<file path="src/rtl/sub_flag_stage.sv">
// sub_flag_stage: registered output stage behind the WIDTH-bit borrow-ripple
// subtractor. It captures the difference and the borrow, derives the N/Z/C/V
// flags on the input side, and presents them downstream through a valid/ready
// handshake. A two-entry skid buffer (main + skid) decouples in_ready from
// out_ready, so upstream is never stalled combinationally by downstream.
// A sticky signed-overflow flag is kept for software polling.
//
// Ports:
//   clk, rst                 clock, synchronous active-high reset
//   in_valid / in_ready      upstream handshake (in_ready is registered)
//   diff, borrow_out         subtractor difference and final borrow
//   a_msb, b_msb             operand sign bits for the overflow flag
//   out_valid / out_ready    downstream handshake
//   result, flag_n/z/c/v     registered difference and condition flags
//   ovf_sticky, ovf_clear    sticky overflow flag and its clear
module sub_flag_stage #(
    parameter int unsigned WIDTH = 32
) (
    input  logic             clk,
    input  logic             rst,
    input  logic             in_valid,
    output logic             in_ready,
    input  logic [WIDTH-1:0] diff,
    input  logic             borrow_out,
    input  logic             a_msb,
    input  logic             b_msb,
    output logic             out_valid,
    input  logic             out_ready,
    output logic [WIDTH-1:0] result,
    output logic             flag_n,
    output logic             flag_z,
    output logic             flag_c,
    output logic             flag_v,
    output logic             ovf_sticky,
    input  logic             ovf_clear
);

    localparam int unsigned MSB = WIDTH - 1;

    typedef struct packed {
        logic [WIDTH-1:0] value;
        logic             n;
        logic             z;
        logic             c;
        logic             v;
    } entry_t;

    typedef enum logic [1:0] {
        S_EMPTY = 2'd0,
        S_FULL1 = 2'd1,
        S_FULL2 = 2'd2
    } state_t;

    state_t state;
    state_t state_nx;
    entry_t main_q;
    entry_t skid_q;
    entry_t in_entry;

    logic accept;
    logic emit;
    logic load_main;
    logic load_skid;
    logic move_skid;

    // Flags are derived from the subtractor outputs and stored with the data.
    always_comb begin
        in_entry.value = diff;
        in_entry.n     = diff[MSB];
        in_entry.z     = ~|diff;
        in_entry.c     = borrow_out;
        in_entry.v     = (a_msb ^ b_msb) & (a_msb ^ diff[MSB]);
    end

    assign accept = in_valid & in_ready;
    assign emit   = out_valid & out_ready;

    // State register.
    always_ff @(posedge clk) begin
        if (rst) begin
            state <= S_EMPTY;
        end else begin
            state <= state_nx;
        end
    end

    // Next-state and buffer-steering decode.
    always_comb begin
        state_nx  = state;
        load_main = 1'b0;
        load_skid = 1'b0;
        move_skid = 1'b0;
        unique case (state)
            S_EMPTY: begin
                if (accept) begin
                    state_nx  = S_FULL1;
                    load_main = 1'b1;
                end
            end
            S_FULL1: begin
                if (accept && emit) begin
                    load_main = 1'b1;
                end else if (emit) begin
                    state_nx = S_EMPTY;
                end else if (accept) begin
                    state_nx  = S_FULL2;
                    load_skid = 1'b1;
                end
            end
            S_FULL2: begin
                // in_ready is low here, so accept cannot fire.
                if (emit) begin
                    state_nx  = S_FULL1;
                    move_skid = 1'b1;
                end
            end
            default: begin
                state_nx = S_EMPTY;
            end
        endcase
    end

    // Handshake flops track the next state so both ports come straight from flops.
    always_ff @(posedge clk) begin
        if (rst) begin
            out_valid <= 1'b0;
            in_ready  <= 1'b1;
        end else begin
            out_valid <= (state_nx != S_EMPTY);
            in_ready  <= (state_nx != S_FULL2);
        end
    end

    // Data storage; entries load only on accept, so idle-cycle X never lands.
    always_ff @(posedge clk) begin
        if (rst) begin
            main_q <= '0;
            skid_q <= '0;
        end else begin
            if (load_main) begin
                main_q <= in_entry;
            end else if (move_skid) begin
                main_q <= skid_q;
            end
            if (load_skid) begin
                skid_q <= in_entry;
            end
        end
    end

    // Sticky overflow: a new overflow wins over a simultaneous clear.
    always_ff @(posedge clk) begin
        if (rst) begin
            ovf_sticky <= 1'b0;
        end else if (accept && in_entry.v) begin
            ovf_sticky <= 1'b1;
        end else if (ovf_clear) begin
            ovf_sticky <= 1'b0;
        end
    end

    assign result = main_q.value;
    assign flag_n = main_q.n;
    assign flag_z = main_q.z;
    assign flag_c = main_q.c;
    assign flag_v = main_q.v;

endmodule
</file>
<file path="config.mk">
export PLATFORM = sky130hd
export DESIGN_NAME = sub_flag_stage
export DESIGN_NICKNAME = d
export VERILOG_FILES = /design/src/rtl/sub_flag_stage.sv
export SDC_FILE = /design/constraint.sdc
export NUM_CORES = 1
export LEC_CHECK = 0
export ABC_AREA = 1
export CORE_ASPECT_RATIO = 0.8
export CORE_UTILIZATION = 48
export CTS_CLUSTER_SIZE = 24
export DETAILED_ROUTE_END_ITERATION = 6
export GPL_TIMING_DRIVEN = 0
export PLACE_DENSITY = 0.85
export SYNTH_ARGS = -nofsm -noshare
export SYNTH_HDL_FRONTEND = slang
export SYNTH_SLANG_ARGS = --single-unit
</file>
<file path="constraint.sdc">
create_clock -name clk -period 1.5 [get_ports clk]
set_input_delay 0.225 -clock clk [delete_from_list [all_inputs] [get_ports clk]]
set_output_delay 0.225 -clock clk [all_outputs]
set_load 0.02 [all_outputs]
</file>
==> results_dict.tcl <==
set metrics [dict create \
    fin_hold_ws_ns 0.473 \
    hold_viol 0 \
    synth_nets 449 \
    synth-adder-area-share 0 \
    synthSimpleGateAreaFrac 0.202 \
    dr.pass1.iters 5 \
    die_h_um 73.4 \
    synth_mux_area_frac 0 \
    die_x_um 91.3 \
    ys_seq_elements 75 \
    hpwl_um 5770 \
    vias 3150 \
    place_ws_ns -0.252 \
    track_usage 0.258 \
    antenna_found_initial 0 \
    numCtsBuffers 9 \
    crit_type "input port to flip-flop" \
    final_antenna_net_count 0 \
    report.final.slew_viol_count 0 \
    fmax_ghz 0.711 \
    layout_min_cycle_time_ns 1.41 \
    ios 79 \
    num_rows 25 \
    diodes 0 \
    p_leak_uw 0.00187 \
    path_clk_slew_ns 0.07 \
    first_global_vias 2922 \
    grt-ovfl-total 0 \
    cp-start-kind "input port" \
    powerDensity_mw_per_mm2 1240 \
    yosysSeqAreaShare 0.490 \
    power.total_uw 5110 \
    relSlewSlack 0.726 \
    drive_gt1_frac 0.0952 \
    yosysUniqueCellTypes 19 \
    required_ns 1.77 \
    min_path_type "flip-flop to flip-flop" \
    tightest_slew_ns 0.411 \
    setup_viol 0 \
    grt_pass1_wl_um 13600 \
    synth_compound_area_frac 0.237 \
    yosys_warnings 0 \
    fin_skew_ns 0.00400 \
    cts_max_level 3 \
    syn_area_per_cell_um2 7.49 \
    nets 540 \
    synthXorXnorAreaFrac 0 \
    routed_wl_um 8290 \
    crit_fanout 10 \
    drv_cap 0 \
    synthCells 409 \
    cts_sinks 75 \
    hold_buffers 0 \
    synthesis.area_mm2 0.00306 \
    drc 0 \
    endpoint_kind "flip-flop" \
    grt_max_degree 12 \
    worst_slack_ns 0.0944 \
    die-area_mm2 0.00670 \
    initial_core_util 0.507 \
    coreArea_mm2 0.00604 \
    viasPerCell 5.38 \
    cp_data_arrival_time_ns 1.68 \
    period_share 0.937 \
    cts_root_buf "clkbuf_8" \
    rsz0062_at_grt "true" \
    max-clock-path-buffers 2 \
    cts_tree "done" \
    max-vdd-ir-drop_mv 0.584 \
    numPortBuffers 78 \
    status "finished clean" \
    drt_iter0_drc 356 \
    area_delta_synth_final_pct 34.6 \
    drt-wirelength-per-cell_um 14.2 \
    place.gp.congestion 0.806 \
    clk_latency_ns 0.34 \
    fin_util 0.682 \
    synth_top_family_by_area "compound AO/OA/AOI/OAI gates" \
]
## sequential cells by signal, summed over array words and instances, names as in the netlist
name	flops
ovf_sticky	1
result	32
flag_v	1
in_ready	1
state	2
out_valid	1
flag_c	1
flag_z	1
skid_q	35
## synth_stat cells
cell | number | area [um2]
o21ai_0 | 95 | 475
nor2_1 | 90 | 338
dfxtp_1 | 75 | 1500
nand2_1 | 51 | 191
a21oi_1 | 38 | 190
o21ai_1 | 12 | 60.1
clkbuf_1 | 10 | 37.5
buf_6 | 7 | 78.8
inv_1 | 7 | 26.3
buf_2 | 6 | 30.0
buf_4 | 4 | 30.0
nand2_2 | 3 | 18.8
nand3_1 | 3 | 15.0
inv_2 | 2 | 7.51
nand2_4 | 2 | 22.5
inv_4 | 1 | 6.26
nor2_4 | 1 | 11.3
nor3_1 | 1 | 5.00
nor3_4 | 1 | 16.3
## layout make-up
class                   count  area [um2]
plain buffers              27         181
repair buffers             80         754
fillers                   502        1920
multi-input cells         297        1340
flip-flops and latches     75        1500
inverters                  10        40.0
clock buffers              14         193
well taps                  81         101
clock inverters             1        5.00
## cell usage in the layout, fill, tap and decap left out, drive strengths merged
cell and count:
buf 19, nor2 91, clkdlybuf4s50 39, inv 10, clkbuf 24, nand2 56
dfxtp 75, dlygate4sd2 37, nor3 2, nand3 3, a21oi 38, o21ai 107
clkinv 1, dlymetal6s2s 2
## worst max-delay path: stages
cell,delay [ns]
clkdlybuf4s50_1,0.47
inv_1,0.27
clkbuf_1,0.36
o21ai_0,0.19
a21oi_1,0.16
## timing repair
item,in CTS,in global routing
resized for setup,37,13
endpoints found under the setup margin,37,19
pin swaps,0,2
buffers inserted,0,2
hold endpoints to repair,0,0
## per-layer routing
layer,wire length [um],GRT usage,up-vias,part of all wire
met3,694,0.0725,10,0.084
met5,0,0,-,0
met1,3660,0.345,1456,0.44
li1,-,-,1536,-
met4,70,0.0582,0,0.0084
met2,3860,0.418,148,0.47
## cell families after synthesis
family                 after synthesis
AOI/OAI and AO/OA                  145
buffers and inverters               37
DFF                                 75
and+or+nand+nor                    152
## through the flow
| step | std cells | cell area (um2) | setup TNS [ns] |
|---|---|---|---|
| after global placement | 568 | 3940 | -9.70 |
| after global routing | 585 | 4120 | -0.00943 |
| after floorplan | 409 | 3060 | 0 |
| after CTS | 583 | 4100 | 0 |
| after detailed placement | 568 | 3940 | -11.60 |
| final | 585 | 4120 | 0 |
## where the power goes
part / internal (uW) / leakage, uW / switching (uW)
Clock: 816 / 0.000105 / 684
Combinational: 503 / 0.00115 / 754
Sequential: 2230 / 0.000616 / 122
## path summary, 6_finish.rpt
check / startpoint / endpoint / slack, ns / cells after the start
setup / recovery: rst / result[8] / 0.09 / 5
hold reg to reg: ovf_sticky / ovf_sticky / 0.47 / 2
setup reg to reg: state[1] / result[0] / 0.09 / 6
hold / removal: ovf_sticky / ovf_sticky / 0.47 / 2
Power figures use the tool's default switching activity.
